File: config.mk
export PLATFORM = sky130hd
export DESIGN_NAME = uart_cfg_core
export DESIGN_NICKNAME = d
export VERILOG_FILES = /design/src/rtl/uart_cfg_pkg.sv /design/src/rtl/uart_os_tick.sv /design/src/rtl/uart_cfg_core.sv
export SDC_FILE = /design/constraint.sdc
export NUM_CORES = 1
export LEC_CHECK = 0
export CAP_MARGIN = 20
export CORE_ASPECT_RATIO = 0.9
export CORE_MARGIN = 2
export CORE_UTILIZATION = 35
export DETAILED_ROUTE_END_ITERATION = 12
export PLACE_DENSITY_LB_ADDON = 0.1
export SLEW_MARGIN = 15
export SYNTH_ARGS = -nofsm -noshare
export SYNTH_HDL_FRONTEND = slang
export SYNTH_SLANG_ARGS = --single-unit
File: constraint.sdc
create_clock -name clk -period 5.2 [get_ports clk]
set_input_delay 0.52 -clock clk [delete_from_list [all_inputs] [get_ports clk]]
set_output_delay 0.52 -clock clk [all_outputs]
set_load 0.03 [all_outputs]
File: src/rtl/uart_cfg_pkg.sv
// uart_cfg_pkg: parity modes, shared FSM state encoding and the parity helper
// used by the configurable UART core.
package uart_cfg_pkg;
    localparam int PAR_NONE = 0;
    localparam int PAR_EVEN = 1;
    localparam int PAR_ODD  = 2;

    typedef enum logic [2:0] {S_IDLE, S_START, S_DATA, S_PARITY, S_STOP} uart_state_e;

    // Payload is zero-extended to 8 bits, so unused upper bits never change the result.
    function automatic logic parity_calc(input logic [7:0] data, input int mode);
        return (mode == PAR_ODD) ^ (^data);
    endfunction
endpackage

File: src/rtl/uart_os_tick.sv
// uart_os_tick: free-running divider emitting a one-cycle tick every DIV clocks.
module uart_os_tick #(
    parameter int DIV = 10
) (
    input  logic clk,
    input  logic rst,
    output logic tick_o
);
    localparam int W = (DIV > 1) ? $clog2(DIV) : 1;

    logic [W-1:0] cnt_q, cnt_d;

    assign tick_o = (cnt_q == W'(DIV - 1));
    assign cnt_d  = tick_o ? '0 : cnt_q + 1'b1;

    always_ff @(posedge clk or posedge rst)
        if (rst) cnt_q <= '0;
        else     cnt_q <= cnt_d;
endmodule

File: src/rtl/uart_cfg_core.sv
// uart_cfg_core: full-duplex UART with elaboration-time frame format, sharing one
// oversampling tick between transmitter and receiver.
module uart_cfg_core
    import uart_cfg_pkg::*;
#(
    parameter int CLK_FREQ   = 100_000_000,
    parameter int BAUD_RATE  = 9600,
    parameter int OVERSAMPLE = 16,
    parameter int DATA_BITS  = 8,
    parameter int PARITY     = 0,
    parameter int STOP_BITS  = 1
) (
    input  logic                 clk,
    input  logic                 rst,
    input  logic [DATA_BITS-1:0] tx_data,
    input  logic                 tx_start,
    output logic                 tx_busy,
    output logic                 tx_done,
    output logic                 tx,
    input  logic                 rx,
    output logic [DATA_BITS-1:0] rx_data,
    output logic                 rx_done,
    output logic                 rx_parity_err,
    output logic                 rx_frame_err
);
    localparam int DIV = CLK_FREQ / (BAUD_RATE * OVERSAMPLE);
    localparam int CW  = $clog2(OVERSAMPLE * STOP_BITS);
    localparam int BW  = $clog2(DATA_BITS);
    localparam logic [CW-1:0] MID      = CW'(OVERSAMPLE / 2 - 1);
    localparam logic [CW-1:0] BIT_END  = CW'(OVERSAMPLE - 1);
    localparam logic [CW-1:0] STOP_END = CW'(OVERSAMPLE * STOP_BITS - 1);
    localparam logic [BW-1:0] LAST_BIT = BW'(DATA_BITS - 1);
    localparam uart_state_e AFTER_DATA = (PARITY != PAR_NONE) ? S_PARITY : S_STOP;

    logic tick;

    uart_os_tick #(.DIV(DIV)) u_tick (.clk(clk), .rst(rst), .tick_o(tick));

    uart_state_e          txs_q, txs_d, rxs_q, rxs_d;
    logic [CW-1:0]        tcnt_q, tcnt_d, rcnt_q, rcnt_d;
    logic [BW-1:0]        tbit_q, tbit_d, rbit_q, rbit_d;
    logic [DATA_BITS-1:0] tsh_q, tsh_d, rsh_q, rsh_d, rdata_q, rdata_d;
    logic                 tpar_q, tpar_d, tx_q, tx_d, tbusy_q, tbusy_d, tdone_q, tdone_d;
    logic                 s1_q, s2_q, s3_q, rpar_q, rpar_d, rferr_q, rferr_d;
    logic                 rdone_q, rdone_d, rperr_q, rperr_d, rfe_q, rfe_d, rdeliver;

    always_ff @(posedge clk or posedge rst) begin
        if (rst) begin
            txs_q   <= S_IDLE;
            tcnt_q  <= '0;
            tbit_q  <= '0;
            tsh_q   <= '0;
            tpar_q  <= 1'b0;
            tx_q    <= 1'b1;
            tbusy_q <= 1'b0;
            tdone_q <= 1'b0;
            s1_q    <= 1'b1;
            s2_q    <= 1'b1;
            s3_q    <= 1'b1;
            rxs_q   <= S_IDLE;
            rcnt_q  <= '0;
            rbit_q  <= '0;
            rsh_q   <= '0;
            rpar_q  <= 1'b0;
            rferr_q <= 1'b0;
            rdata_q <= '0;
            rdone_q <= 1'b0;
            rperr_q <= 1'b0;
            rfe_q   <= 1'b0;
        end else begin
            txs_q   <= txs_d;
            tcnt_q  <= tcnt_d;
            tbit_q  <= tbit_d;
            tsh_q   <= tsh_d;
            tpar_q  <= tpar_d;
            tx_q    <= tx_d;
            tbusy_q <= tbusy_d;
            tdone_q <= tdone_d;
            s1_q    <= rx;
            s2_q    <= s1_q;
            s3_q    <= s2_q;
            rxs_q   <= rxs_d;
            rcnt_q  <= rcnt_d;
            rbit_q  <= rbit_d;
            rsh_q   <= rsh_d;
            rpar_q  <= rpar_d;
            rferr_q <= rferr_d;
            rdata_q <= rdata_d;
            rdone_q <= rdone_d;
            rperr_q <= rperr_d;
            rfe_q   <= rfe_d;
        end
    end

    always_comb begin
        txs_d  = txs_q;
        tcnt_d = tcnt_q;
        tbit_d = tbit_q;
        tsh_d  = tsh_q;
        tpar_d = tpar_q;
        if (txs_q == S_IDLE) begin
            if (tx_start) begin
                txs_d  = S_START;
                tcnt_d = '0;
                tsh_d  = tx_data;
                tpar_d = parity_calc(8'(tx_data), PARITY);
            end
        end else if (tick) begin
            tcnt_d = tcnt_q + 1'b1;
            case (txs_q)
                S_START: if (tcnt_q == BIT_END) begin
                    tcnt_d = '0;
                    tbit_d = '0;
                    txs_d  = S_DATA;
                end
                S_DATA: if (tcnt_q == BIT_END) begin
                    tcnt_d = '0;
                    tsh_d  = tsh_q >> 1;
                    tbit_d = tbit_q + 1'b1;
                    if (tbit_q == LAST_BIT) txs_d = AFTER_DATA;
                end
                S_PARITY: if (tcnt_q == BIT_END) begin
                    tcnt_d = '0;
                    txs_d  = S_STOP;
                end
                default: if (tcnt_q == STOP_END) begin
                    tcnt_d = '0;
                    txs_d  = S_IDLE;
                end
            endcase
        end
    end

    // Outputs are derived from next state so the line changes on the transition edge.
    always_comb begin
        tx_d    = (txs_d == S_START)  ? 1'b0     :
                  (txs_d == S_DATA)   ? tsh_d[0] :
                  (txs_d == S_PARITY) ? tpar_d   : 1'b1;
        tbusy_d = (txs_d != S_IDLE);
        tdone_d = (txs_q == S_STOP) && (txs_d == S_IDLE);
    end

    always_comb begin
        rxs_d   = rxs_q;
        rcnt_d  = rcnt_q;
        rbit_d  = rbit_q;
        rsh_d   = rsh_q;
        rpar_d  = rpar_q;
        rferr_d = rferr_q;
        if (rxs_q == S_IDLE) begin
            if (s3_q && !s2_q) begin
                rxs_d   = S_START;
                rcnt_d  = '0;
                rferr_d = 1'b0;
            end
        end else if (tick) begin
            rcnt_d = rcnt_q + 1'b1;
            case (rxs_q)
                S_START: if (rcnt_q == MID) begin
                    rcnt_d = '0;
                    rbit_d = '0;
                    rxs_d  = s2_q ? S_IDLE : S_DATA;
                end
                S_DATA: if (rcnt_q == BIT_END) begin
                    rcnt_d = '0;
                    rsh_d  = {s2_q, rsh_q[DATA_BITS-1:1]};
                    rbit_d = rbit_q + 1'b1;
                    if (rbit_q == LAST_BIT) rxs_d = AFTER_DATA;
                end
                S_PARITY: if (rcnt_q == BIT_END) begin
                    rcnt_d = '0;
                    rpar_d = s2_q;
                    rxs_d  = S_STOP;
                end
                default: begin
                    if (rcnt_q == BIT_END || rcnt_q == STOP_END) rferr_d = rferr_q | ~s2_q;
                    if (rcnt_q == STOP_END) begin
                        rcnt_d = '0;
                        rxs_d  = S_IDLE;
                    end
                end
            endcase
        end
    end

    assign rdeliver = (rxs_q == S_STOP) && (rxs_d == S_IDLE);

    always_comb begin
        rdone_d = rdeliver;
        rdata_d = rdeliver ? rsh_q : rdata_q;
        rperr_d = rdeliver ? (PARITY != PAR_NONE) && (parity_calc(8'(rsh_q), PARITY) != rpar_q) : rperr_q;
        rfe_d   = rdeliver ? rferr_d : rfe_q;
    end

    assign tx            = tx_q;
    assign tx_busy       = tbusy_q;
    assign tx_done       = tdone_q;
    assign rx_data       = rdata_q;
    assign rx_done       = rdone_q;
    assign rx_parity_err = rperr_q;
    assign rx_frame_err  = rfe_q;
endmodule

## Word level (Yosys, flattened, before mapping)

Index checks and enable logic that the tools add are counted.
W data, S select, Z words.

- Add/subtract/negate cells: 5
- Muxes and demuxes: 51
- Equality and inequality tests: 23
- Reduce and logical (&&, ||, !) cells: 23
- Bitwise gates (word level): 4

Operators with widths:

| kind | number |
|---|---|
| $mux W3 | 20 |
| $mux W4 | 10 |
| $mux W8 | 5 |
| $eq A3 B2 Y1 const B | 6 |
| $pmux W3 S3 | 2 |
| $eq A3 B3 Y1 const B | 4 |
| $logic_not A3 Y1 | 4 |
| $pmux W3 S2 | 2 |
| $reduce_bool A2 Y1 | 6 |
| $add A10 B1 Y10 const B | 1 |
| $eq A10 B10 Y1 const B | 1 |
| $mux W1 | 10 |
| $mux W10 | 1 |
| $ne A2 B2 Y1 const B | 5 |
| $reduce_and A5 Y1 | 2 |
| $eq A3 B1 Y1 const B | 3 |
| $add A4 B1 Y4 const B | 2 |
| $eq A4 B4 Y1 const B | 2 |
| $reduce_and A4 Y1 | 2 |
| $reduce_xor A8 Y1 | 1 |
| $add A3 B1 Y3 const B | 2 |
| $eq A4 B3 Y1 const B | 1 |
| $reduce_and A2 Y1 | 2 |
| $logic_and A1 B1 Y1 | 3 |
| other kinds (7) | 9 |

- Register bits after elaboration: 64
- Logic and storage cells: 127

## Logic depth before layout (Yosys ltp)

Gate-level depths: netlist of the first run.

- Depth in word-level cells: 10
- Gate-level depth with buffers: 8

## Modules after synthesis

Synthesis of the first run repeated with hierarchy kept, for this count alone.

- Cells, all modules: 289
- Area, all modules: 3124.2 um^2

Modules (own cells, without submodules):

| module | times used | area each (um^2) | cells an instance |
|---|---|---|---|
| uart_cfg_core | 1 | 2637.5 | 246 |
| uart_os_tick | 1 | 486.7 | 43 |

## Worst setup path before layout of the first run

OpenSTA, ideal clock, no wires.

- Path kind: register to register
- Start: reg u_tick.cnt_q[0]
- End: reg rdata_q[0], in the netlist rx_data[0]
- Buffers on the path: 1
- Data required time: 5.075 ns
- Cell stages (with the launch flop): 9
- Period minus slack after synthesis: 1.976 ns
- Slack: 3.224 ns
- Data arrival time: 1.851 ns
- Path through: dfrtp_1 inv_1 ha_1 and3b_1 and3_4 nand4_1 or3_1 buf_6 mux2_4

- Longest elaborated chain between the ends: 5

Ends and longest elaborated chain:

| item | line | source |
|---|---|---|
| start, declared | uart_os_tick.sv:11 | `logic [W-1:0] cnt_q, cnt_d;` |
| start signal, assigned | uart_os_tick.sv:18 | `else cnt_q <= cnt_d;` |
| $eq A10 B10 Y1 | uart_os_tick.sv:13 | `assign tick_o = (cnt_q == W'(DIV - 1));` |
| $mux W3 | uart_cfg_core.sv:156 | `end else if (tick) begin` |
| $mux W3 | uart_cfg_core.sv:150 | `if (rxs_q == S_IDLE) begin` |
| $logic_not A3 Y1 | uart_cfg_core.sv:186 | `assign rdeliver = (rxs_q == S_STOP) && (rxs_d == S_IDLE);` |
| $logic_and A1 B1 Y1 | uart_cfg_core.sv:186 |  |
| end signal, assigned | uart_cfg_core.sv:88 | `rdata_q <= rdata_d;` |
| end, declared | uart_cfg_core.sv:42 | `logic [DATA_BITS-1:0] tsh_q, tsh_d, rsh_q, rsh_d, rdata_q, rdata_d;` |

Every way passes these cells.
A chain may end at the register's enable or synchronous reset.

## Worst setup path after layout of the first run

- Start: reg u_tick.cnt_q[0]
- End: reg rdata_q[3], in the netlist rx_data[3]

Same word-level chain as after synthesis.

==> results of run 1 <==
## cells in the final DEF, fill, tap and decap left out, types with 2 or more instances in the layout
cell             Yosys  routed
mux2i_1              3       3
or3_1                6       6
mux2_4               9       9
inv_6                0       2
dfrtp_1             60      60
a22o_1              10      10
and2_1               3       3
nor3_1               5       5
a21o_1               9       9
a21oi_1              6       6
nand2_1             23      23
inv_1                4       3
ha_1                 8       8
nand3_1              8       8
xnor2_1             14      14
o211ai_1             4       4
clkinvlp_4           0       2
dfstp_2              4       4
nand4_1              5       5
a32o_1               2       2
nand2b_1             3       3
clkinv_4             0       2
a22oi_1              2       2
and3_1               3       3
clkdlybuf4s50_1      0      24
o21ai_0             19      19
mux2_2               9       9
clkbuf_8             0       9
xor2_1               2       2
nor2_1              22      22
## synth_stat cells, types with 2 or more instances
| library cell | count | area (µm²) |
|---|---|---|
| inv_1 | 4 | 15.0 |
| a21oi_1 | 6 | 30.0 |
| ha_1 | 8 | 100 |
| a21o_1 | 9 | 67.6 |
| nand2b_1 | 3 | 18.8 |
| mux2_4 | 9 | 135 |
| nand3_1 | 8 | 40.0 |
| xnor2_1 | 14 | 123 |
| nand2_1 | 23 | 86.3 |
| and2_1 | 3 | 18.8 |
| xor2_1 | 2 | 17.5 |
| mux2_2 | 9 | 101 |
| a22o_1 | 10 | 87.6 |
| nand4_1 | 5 | 31.3 |
| dfrtp_1 | 60 | 1500 |
| buf_4 | 2 | 15.0 |
| a32o_1 | 2 | 20.0 |
| dfstp_2 | 4 | 105 |
| nor3_1 | 5 | 25.0 |
| nor2_1 | 22 | 82.6 |
| and3_1 | 3 | 18.8 |
| a22oi_1 | 2 | 15.0 |
| or3_1 | 6 | 37.5 |
| mux2i_1 | 3 | 30.0 |
| o211ai_1 | 4 | 30.0 |
| o21ai_0 | 19 | 95.1 |
| buf_2 | 4 | 20.0 |
## kinds of logic (layout without fill, tap and decap cells)
kind of cell / Yosys count / after routing / synth area share, %
simple gates: 86 / 86 / 14.2
flops: 64 / 64 / 53.2
compound gates: 59 / 59 / 13.4
mux: 21 / 21 / 8.83
xor+xnor: 16 / 16 / 4.64
buf+inv: 13 / 45 / 2.32
fa+ha+maj: 8 / 8 / 3.32
other cells: 1 / 1 / 0.124
## worst max-delay path by stage
stage,to,slack (ns),cells past startpoint
2_1_floorplan,rbit_q[0]$_DFFE_PP0P_,3.09,1
3_3_place_gp,rx_data[1]$_DFFE_PP0P_,2.85,7
3_5_place_dp,rx_data[2]$_DFFE_PP0P_,2.80,7
4_1_cts,rx_data[3]$_DFFE_PP0P_,2.78,7
5_1_grt,rx_data[3]$_DFFE_PP0P_,2.64,7
6_report,rx_data[3]$_DFFE_PP0P_,2.80,7
## power by group
group	switching [mW]	internal, mW
sequential	0.0168	0.526
combinational	0.0432	0.0385
clock	0.209	0.226
total	0.269	0.790
## metal layers
metal | track usage [%] | share of wire (%) | vias to the layer above
met2 | 19.1 | 44 | 32
met4 | 4.00 | 0.85 | 0
met1 | 18.0 | 51 | 960
met3 | 5.03 | 3.9 | 4
li1 | - | - | 1011
met5 | 0 | 0 | -
## cell type report
| type | count | area (µm²) | share of cell area (%) |
|---|---|---|---|
| Clock buffer | 9 | 124 | 3.48 |
| Sequential cell | 64 | 1610 | 45.1 |
| Inverter | 4 | 15.0 | 0.421 |
| Multi-Input combinational cell | 191 | 1340 | 37.6 |
| Tap cell | 119 | 149 | 4.18 |
| Clock inverter | 7 | 80.1 | 2.25 |
| Timing Repair Buffer | 25 | 248 | 6.95 |
## state kept, by name, indices dropped and copies added, names as in the netlist, 4 cells and up
name and count:
rx_data 8, u_tick.cnt_q 10, tsh_q 8, rsh_q 8, tcnt_q 4, rcnt_q 4
## metrics by stage
stage / hold WS, ns / cell area [µm²] / utilization [%] / setup slack, ns
floorplan: 0.345 / 3020 / - / 3.09
detailed placement: 0.356 / 3360 / 39.6 / 2.80
finish: 0.361 / 3560 / 42.0 / 2.80
global placement: 0.357 / 3360 / 39.6 / 2.85
CTS: 0.361 / 3560 / 42.0 / 2.78
global route: 0.364 / 3560 / 42.0 / 2.64
==> impl_metrics.json, run 1 <==
{
  "status": "finished, final reports clean",
  "synthCells": 268,
  "syn_nets": 288,
  "min_path_type": "flop to flop",
  "reg2reg_depth": 7,
  "synth-seq-cells": 64,
  "grt_usage_pct": 13.1,
  "gr-total-overflow": 0,
  "final.setup.tns_ns": 0,
  "remaining_drc_errors": 0,
  "avgRoutedWirePerCell_um": 13.2,
  "p_leak_nw": 1.63,
  "critPathKind": "flop to flop",
  "cts_resized": 0,
  "detail_route.vias_per_cell": 4.79,
  "clock_skew_ns": 0.0118,
  "fin_total_pwr_mw": 1.06,
  "insertion_delay_ns": 0.35,
  "finalWeightedCongestion": 0.783,
  "crit_path_start": "u_tick.cnt_q[0]$_DFF_PP0_",
  "finalCritPeriodShare_pct": 46.2,
  "hold_viol": 0,
  "cts_tree": "built",
  "cp_max_fo": 13,
  "die_x_um": 102,
  "grt_pass1_vias": 1946,
  "slowest_stage": "or3_1",
  "path_cells": "inv_1 -> ha_1 -> and3b_1 -> and3_4 -> nand4_1 -> or3_1 -> mux2_4",
  "via_count": 2007,
  "hold_start": "s1_q$_DFF_PP1_",
  "slew_headroom_pct": 47.4,
  "hold_buffers": 0,
  "max_freq_mhz": 416,
  "start_util_pct": 35.6,
  "die_area_mm2": 0.00938,
  "cts_buffers": 9,
  "timing.rr.start": "u_tick.cnt_q[0]$_DFF_PP0_",
  "hold_path_depth": 0,
  "ant_nets": 0,
  "port_buffers": 24,
  "setup_violations": 0,
  "cts_max_level": 3,
  "detailed_place_hpwl_um": 3710,
  "cts_root_buffer": "clkbuf_8",
  "placed_cells": 403,
  "endpoint_kind": "flop",
  "post_cts_buffers": 0,
  "maxSlewViolCount": 0,
  "path_clk_slew_ns": 0.07,
  "drt_wl_total_um": 5540,
  "syn_area_mm2": 0.00302,
  "syn_area_per_cell_um2": 11.3,
  "fin_nets": 315,
  "n_fill_cell": 845,
  "std_cell_rows": 32,
  "final_cells": 419,
  "antenna_found_initial": 0,
  "critical_path.top_delay_family": "simple AND/OR/NAND/NOR gates",
  "hold_end": "s2_q$_DFF_PP1_",
  "period_needed_ns": 2.40,
  "grt_pass1_wl_um": 9520,
  "r2r-end": "rx_data[3]$_DFFE_PP0P_",
  "crit_required_ns": 5.43,
  "yosysSeqAreaShare_pct": 53.2,
  "worst_slew_pin_slew_ns": 0.789,
  "cts.path.max_buffers": 2,
  "ios": 26,
  "crit_arrival_ns": 2.63,
  "async_flop_share_pct": 100,
  "core-area_mm2": 0.00849,
  "grt_max_degree": 65,
  "rsz0062_at_grt": "false",
  "yosysWarnings": 0,
  "maxCapViolCount": 0,
  "vdd_ir_drop_max_v": 0.000130,
  "cpPeakStageDelay_ns": 0.60,
  "synth_cell_types": 46,
  "synth-edff-count": 0,
  "die_y_um": 92.1,
  "drt_iter0_markers": 69,
  "ys.flop_type": "dfrtp_1",
  "reg2reg_slack_ns": 2.80,
  "area_growth_pct": 18.1,
  "cts_sinks": 64,
  "powerDensity_mw_per_mm2": 297,
  "start_kind": "flop",
  "critPathBufInv": 1,
  "drive_gt1_share_pct": 14.7,
  "antenna_cells": 0,
  "firstDrtPassIters": 4
}
Power figures use the tool's default switching activity.
==> inputs of run 2 (changes only) <==
==> constraint.sdc (replaced) <==
create_clock -name clk -period 2.03 [get_ports clk]
set_input_delay 0.203 -clock clk [delete_from_list [all_inputs] [get_ports clk]]
set_output_delay 0.203 -clock clk [all_outputs]
set_load 0.03 [all_outputs]
==> impl_metrics.json, run 2 (synthesized netlist as in run 1, its figures left out) <==
{
  "status": "finished, final reports clean",
  "place_area_mm2": 0.00354,
  "cp_max_fo": 5,
  "crit_path_start": "u_tick.cnt_q[0]$_DFF_PP0_",
  "critical_path.top_delay_family": "simple AND/OR/NAND/NOR gates",
  "timing.rr.start": "u_tick.cnt_q[0]$_DFF_PP0_",
  "detail_route.vias_per_cell": 4.77,
  "die_area_mm2": 0.00938,
  "cts_tree": "built",
  "critPathKind": "flop to flop",
  "cts_max_level": 3,
  "fin_nets": 339,
  "avgRoutedWirePerCell_um": 13.3,
  "remaining_drc_errors": 0,
  "port_buffers": 24,
  "cpPeakStageDelay_ns": 0.37,
  "min_path_type": "input port to asynchronous set/reset pin",
  "cts.path.max_buffers": 2,
  "ant_nets": 0,
  "std_cell_rows": 32,
  "period_needed_ns": 1.97,
  "finalCritPeriodShare_pct": 96.8,
  "via_count": 2114,
  "setup_violations": 0,
  "powerDensity_mw_per_mm2": 753,
  "top_layer_used": "met4",
  "largest_reg_flops": 10,
  "drive_gt1_share_pct": 21.6,
  "ios": 26,
  "final.setup.tns_ns": 0,
  "fin_total_pwr_mw": 2.86,
  "n_fill_cell": 809,
  "r2r-end": "rx_frame_err$_DFFE_PP0P_",
  "fin_area_mm2": 0.00380,
  "grt_usage_pct": 13.7,
  "insertion_delay_ns": 0.34,
  "crit_required_ns": 2.25,
  "grt_max_degree": 65,
  "area_growth_pct": 26.0,
  "reg2reg_slack_ns": 0.06,
  "maxCapViolCount": 0,
  "wl_met1_um": 3080,
  "cts_sinks": 64,
  "detailed_place_hpwl_um": 4020,
  "endpoint_kind": "flop",
  "critPathBufInv": 2,
  "cp_num_cells": 8,
  "hold_buffers": 0,
  "largest-register": "u_tick.cnt_q",
  "antenna_found_initial": 0,
  "path_cells": "inv_1 -> ha_1 -> and3b_1 -> and3_4 -> nand4_1 -> or3_4 -> buf_6 -> mux2_4",
  "finish.utilization_pct": 44.8,
  "reg2reg_depth": 8,
  "core-area_mm2": 0.00849,
  "hold_viol": 0,
  "route.met2.wl_um": 2590,
  "wl_met3_um": 177,
  "clock_skew_ns": 0.0165,
  "path_clk_slew_ns": 0.08,
  "crit_arrival_ns": 2.19,
  "gr-total-overflow": 0,
  "cts_buffers": 9,
  "cts_root_buffer": "clkbuf_8",
  "drt_iter0_markers": 80,
  "p_leak_nw": 1.78,
  "start_kind": "flop",
  "die_y_um": 92.1,
  "mostFrequentLayoutCells": "60 x dfrtp_1, 24 x clkdlybuf4s50_1, 23 x nand2_1",
  "maxSlewViolCount": 0,
  "rsz0062_at_grt": "true",
  "antenna_cells": 0,
  "vdd_ir_drop_max_v": 0.000442,
  "grt_pass1_wl_um": 10100,
  "firstDrtPassIters": 4,
  "start_util_pct": 35.6,
  "die_x_um": 102,
  "finalWeightedCongestion": 0.736,
  "drt_wl_total_um": 5890,
  "slowest_stage": "dfrtp_1",
  "max_freq_mhz": 509,
  "critical_path.endpoint": "rx_frame_err$_DFFE_PP0P_",
  "mostFrequentLayoutCell": "dfrtp_1",
  "whs_ns": 0.252,
  "grt_pass1_vias": 2066
}
## run 2: cell count changes in the layout (fill, tap and decap cells not counted), sizes merged
cell      before  now
clkinv         2    3
buf            1   25
bufinv         1    2
clkinvlp       2    0
## run 2: stage by stage
| step | std cells | setup WS, ns |
|---|---|---|
| after global placement | 426 | 0.0505 |
| after global routing | 443 | -0.0487 |
| after floorplan | 268 | 0.0542 |
| after CTS | 442 | 0.0167 |
| after detailed placement | 426 | 0.0265 |
| final | 443 | 0.0649 |
## run 2: repair_timing
item | CTS | global route
setup endpoints to repair | 0 | 15
buffers inserted | 0 | 0
resized for setup | 0 | 7
endpoints found under the hold margin | 0 | 0
## run 2: per-layer routing
metal | GRT usage, % | up-vias
li1 | - | 1065
met1 | 19.4 | 1015
met2 | 20.2 | 30
met3 | 3.89 | 4
met5 | 0 | -
met4 | 4.44 | 0
## run 2: how the worst min path moves through the flow
stage | end | slack [ns] | depth (start not counted)
floorplan | s1_q$_DFF_PP1_ | 0.21 | 0
global placement | s2_q$_DFF_PP1_ | 0.36 | 0
detailed placement | s2_q$_DFF_PP1_ | 0.36 | 0
CTS | rx_data[4]$_DFFE_PP0P_ | 0.24 | 3
global route | s1_q$_DFF_PP1_ | 0.27 | 1
finish | tsh_q[3]$_DFFE_PP0P_ | 0.25 | 3
## run 2: power breakdown
part	internal [mW]	total (mW)	switching (mW)	leakage (nW)
sequential	1.35	1.39	0.0420	0.839
combinational	0.111	0.228	0.117	0.825
clock	0.706	1.25	0.539	0.114
## run 2: cell type report
| class | instances | area (µm²) | area share (%) |
|---|---|---|---|
| flip-flops and latches | 64 | 1610 | 42.3 |
| multi-input cells | 191 | 1350 | 35.5 |
| repair buffers | 49 | 452 | 11.9 |
| well taps | 119 | 149 | 3.92 |
| clock buffers | 9 | 124 | 3.26 |
| clock inverters | 7 | 104 | 2.73 |
| inverters | 4 | 15.0 | 0.395 |
## run 2: tightest hold or removal path, delay by kind of cell
family,cells,cell delay (ns)
buf+inv,3,0.78
==> inputs of run 3 (changes only) <==
--- a/config.mk
+++ b/config.mk
@@ -8,7 +8,7 @@
 export CAP_MARGIN = 20
 export CORE_ASPECT_RATIO = 0.9
 export CORE_MARGIN = 2
-export CORE_UTILIZATION = 35
+export CORE_UTILIZATION = 29
 export DETAILED_ROUTE_END_ITERATION = 12
 export PLACE_DENSITY_LB_ADDON = 0.1
 export SLEW_MARGIN = 15
==> impl_metrics.json, run 3 (synthesized netlist as in run 1, its figures left out) <==
{
  "grt_pass1_vias": 2227,
  "fin_nets": 344,
  "final_cells": 458,
  "cts.path.max_buffers": 2,
  "mostFrequentLayoutCell": "dfrtp_1",
  "std_cell_rows": 35,
  "min_path_type": "input port to asynchronous set/reset pin",
  "die_y_um": 101,
  "fin_area_mm2": 0.00395,
  "crit_required_ns": 2.24,
  "max_freq_mhz": 506,
  "port_buffers": 24,
  "largest_reg_flops": 10,
  "timing.rr.start": "u_tick.cnt_q[0]$_DFF_PP0_",
  "die_area_mm2": 0.0112,
  "detailed_place_hpwl_um": 4200,
  "drive_gt1_share_pct": 22.8,
  "reg2reg_slack_ns": 0.05,
  "avgRoutedWirePerCell_um": 13.5,
  "mostFrequentLayoutCells": "60 x dfrtp_1, 26 x buf_4, 24 x clkdlybuf4s50_1",
  "crit_arrival_ns": 2.19,
  "cts_buffers": 9,
  "rsz0062_at_grt": "true",
  "finalCritPeriodShare_pct": 97.4,
  "finalWeightedCongestion": 0.718,
  "firstDrtPassIters": 4,
  "status": "finished, final reports clean",
  "p_clk_share_pct": 50.5,
  "p_sw_share_pct": 21.8,
  "setup_violations": 0,
  "clock_skew_ns": 0.00653,
  "grt_usage_pct": 12.2,
  "start_kind": "flop",
  "reg2reg_depth": 8,
  "maxCapViolCount": 0,
  "n_fill_cell": 1007,
  "antenna_cells": 0,
  "drt_wl_total_um": 6190,
  "whs_ns": 0.244,
  "cp_max_fo": 5,
  "drt_iter0_markers": 93,
  "remaining_drc_errors": 0,
  "cts_root_buffer": "clkbuf_16",
  "vdd_ir_drop_max_v": 0.000480,
  "r2r-end": "rx_data[5]$_DFFE_PP0P_",
  "hold_viol": 0,
  "period_needed_ns": 1.98,
  "antenna_found_initial": 0,
  "detail_route.vias_per_cell": 4.76,
  "insertion_delay_ns": 0.33,
  "ant_nets": 0,
  "area_growth_pct": 30.9,
  "via_count": 2182,
  "critPathKind": "flop to flop",
  "power_frac_seq_pct": 42.4,
  "p_leak_nw": 1.84,
  "cts_tree": "built",
  "intPower_mw": 2.57,
  "die_x_um": 112,
  "power_frac_comb_pct": 7.1,
  "grt_pass1_wl_um": 10700,
  "ios": 26,
  "maxSlewViolCount": 0,
  "core-area_mm2": 0.0102,
  "cts_sinks": 64,
  "cts_max_level": 3,
  "gr-total-overflow": 0,
  "largest-register": "u_tick.cnt_q",
  "p_sw_uw": 714,
  "place_area_mm2": 0.00359,
  "endpoint_kind": "flop",
  "placed_cells": 440,
  "grt_max_degree": 65,
  "path_clk_slew_ns": 0.05,
  "start_util_pct": 29.6,
  "crit_path_start": "u_tick.cnt_q[0]$_DFF_PP0_",
  "powerDensity_mw_per_mm2": 830
}
[run 3: cell types whose count changed in the layout (fill, tap and decap cells not counted), moves of 2 or more]
cell	before	now
clkbuf_8	9	1
buf_4	21	26
inv_6	2	0
clkbuf_16	0	9
clkinv_4	3	0
clkinvlp_4	0	2
[run 3: worst max-delay path: stages (launching register included)]
cell	delay [ns]
dfrtp_1	0.37
inv_1	0.06
ha_1	0.13
and3b_1	0.18
and3_4	0.20
nand4_1	0.12
or3_4	0.37
buf_6	0.15
mux2_4	0.29
[run 3: how the worst max path moves through the flow]
stage	end	cells after the start
6_report	rx_data[5]$_DFFE_PP0P_	8
3_3_place_gp	rx_data[3]$_DFFE_PP0P_	8
4_1_cts	rx_data[5]$_DFFE_PP0P_	8
5_1_grt	rx_data[4]$_DFFE_PP0P_	8
3_5_place_dp	rx_data[5]$_DFFE_PP0P_	8
2_1_floorplan	rx_data[0]$_DFFE_PP0P_	8
[run 3: layout make-up]
class | count | area [µm²] | area share (%)
Tap cell | 129 | 161 | 4.08
Sequential cell | 64 | 1610 | 40.7
Clock inverter | 5 | 80.1 | 2.03
Inverter | 4 | 15.0 | 0.380
Timing Repair Buffer | 54 | 489 | 12.4
Clock buffer | 11 | 243 | 6.14
Multi-Input combinational cell | 191 | 1360 | 34.3
[run 3: what timing repair did]
action                                  in CTS  in global routing
hold buffers                                 0                  0
endpoints found under the setup margin       0                 18
gates resized for setup                      0                  8
setup buffers                                0                  1
[run 3: power groups by stage]
| stage | logic (mW) | clock network, mW | registers (mW) |
|---|---|---|---|
| floorplan | 0.149 | 0 | 1.41 |
| global placement | 0.235 | 0 | 1.41 |
| detailed placement | 0.237 | 0 | 1.41 |
| CTS | 0.238 | 1.71 | 1.39 |
| global route | 0.262 | 1.78 | 1.40 |
| finish | 0.232 | 1.66 | 1.39 |
[run 3: layer usage]
layer / track usage [%] / routed length (µm)
met2: 18.8 / 2750
met1: 15.4 / 3080
met4: 4.37 / 93
met5: 0 / 0
met3: 5.23 / 266
[run 3: metrics by stage]
stage | utilization [%] | total power, mW | setup TNS (ns) | setup slack, ns
finish | 38.7 | 3.28 | 0 | 0.0521
floorplan | - | 1.56 | 0 | 0.0542
global route | 38.7 | 3.44 | -0.294 | -0.0408
global placement | 35.2 | 1.65 | 0 | 0.0525
CTS | 38.3 | 3.34 | 0 | 0.00841
detailed placement | 35.2 | 1.65 | 0 | 0.0229
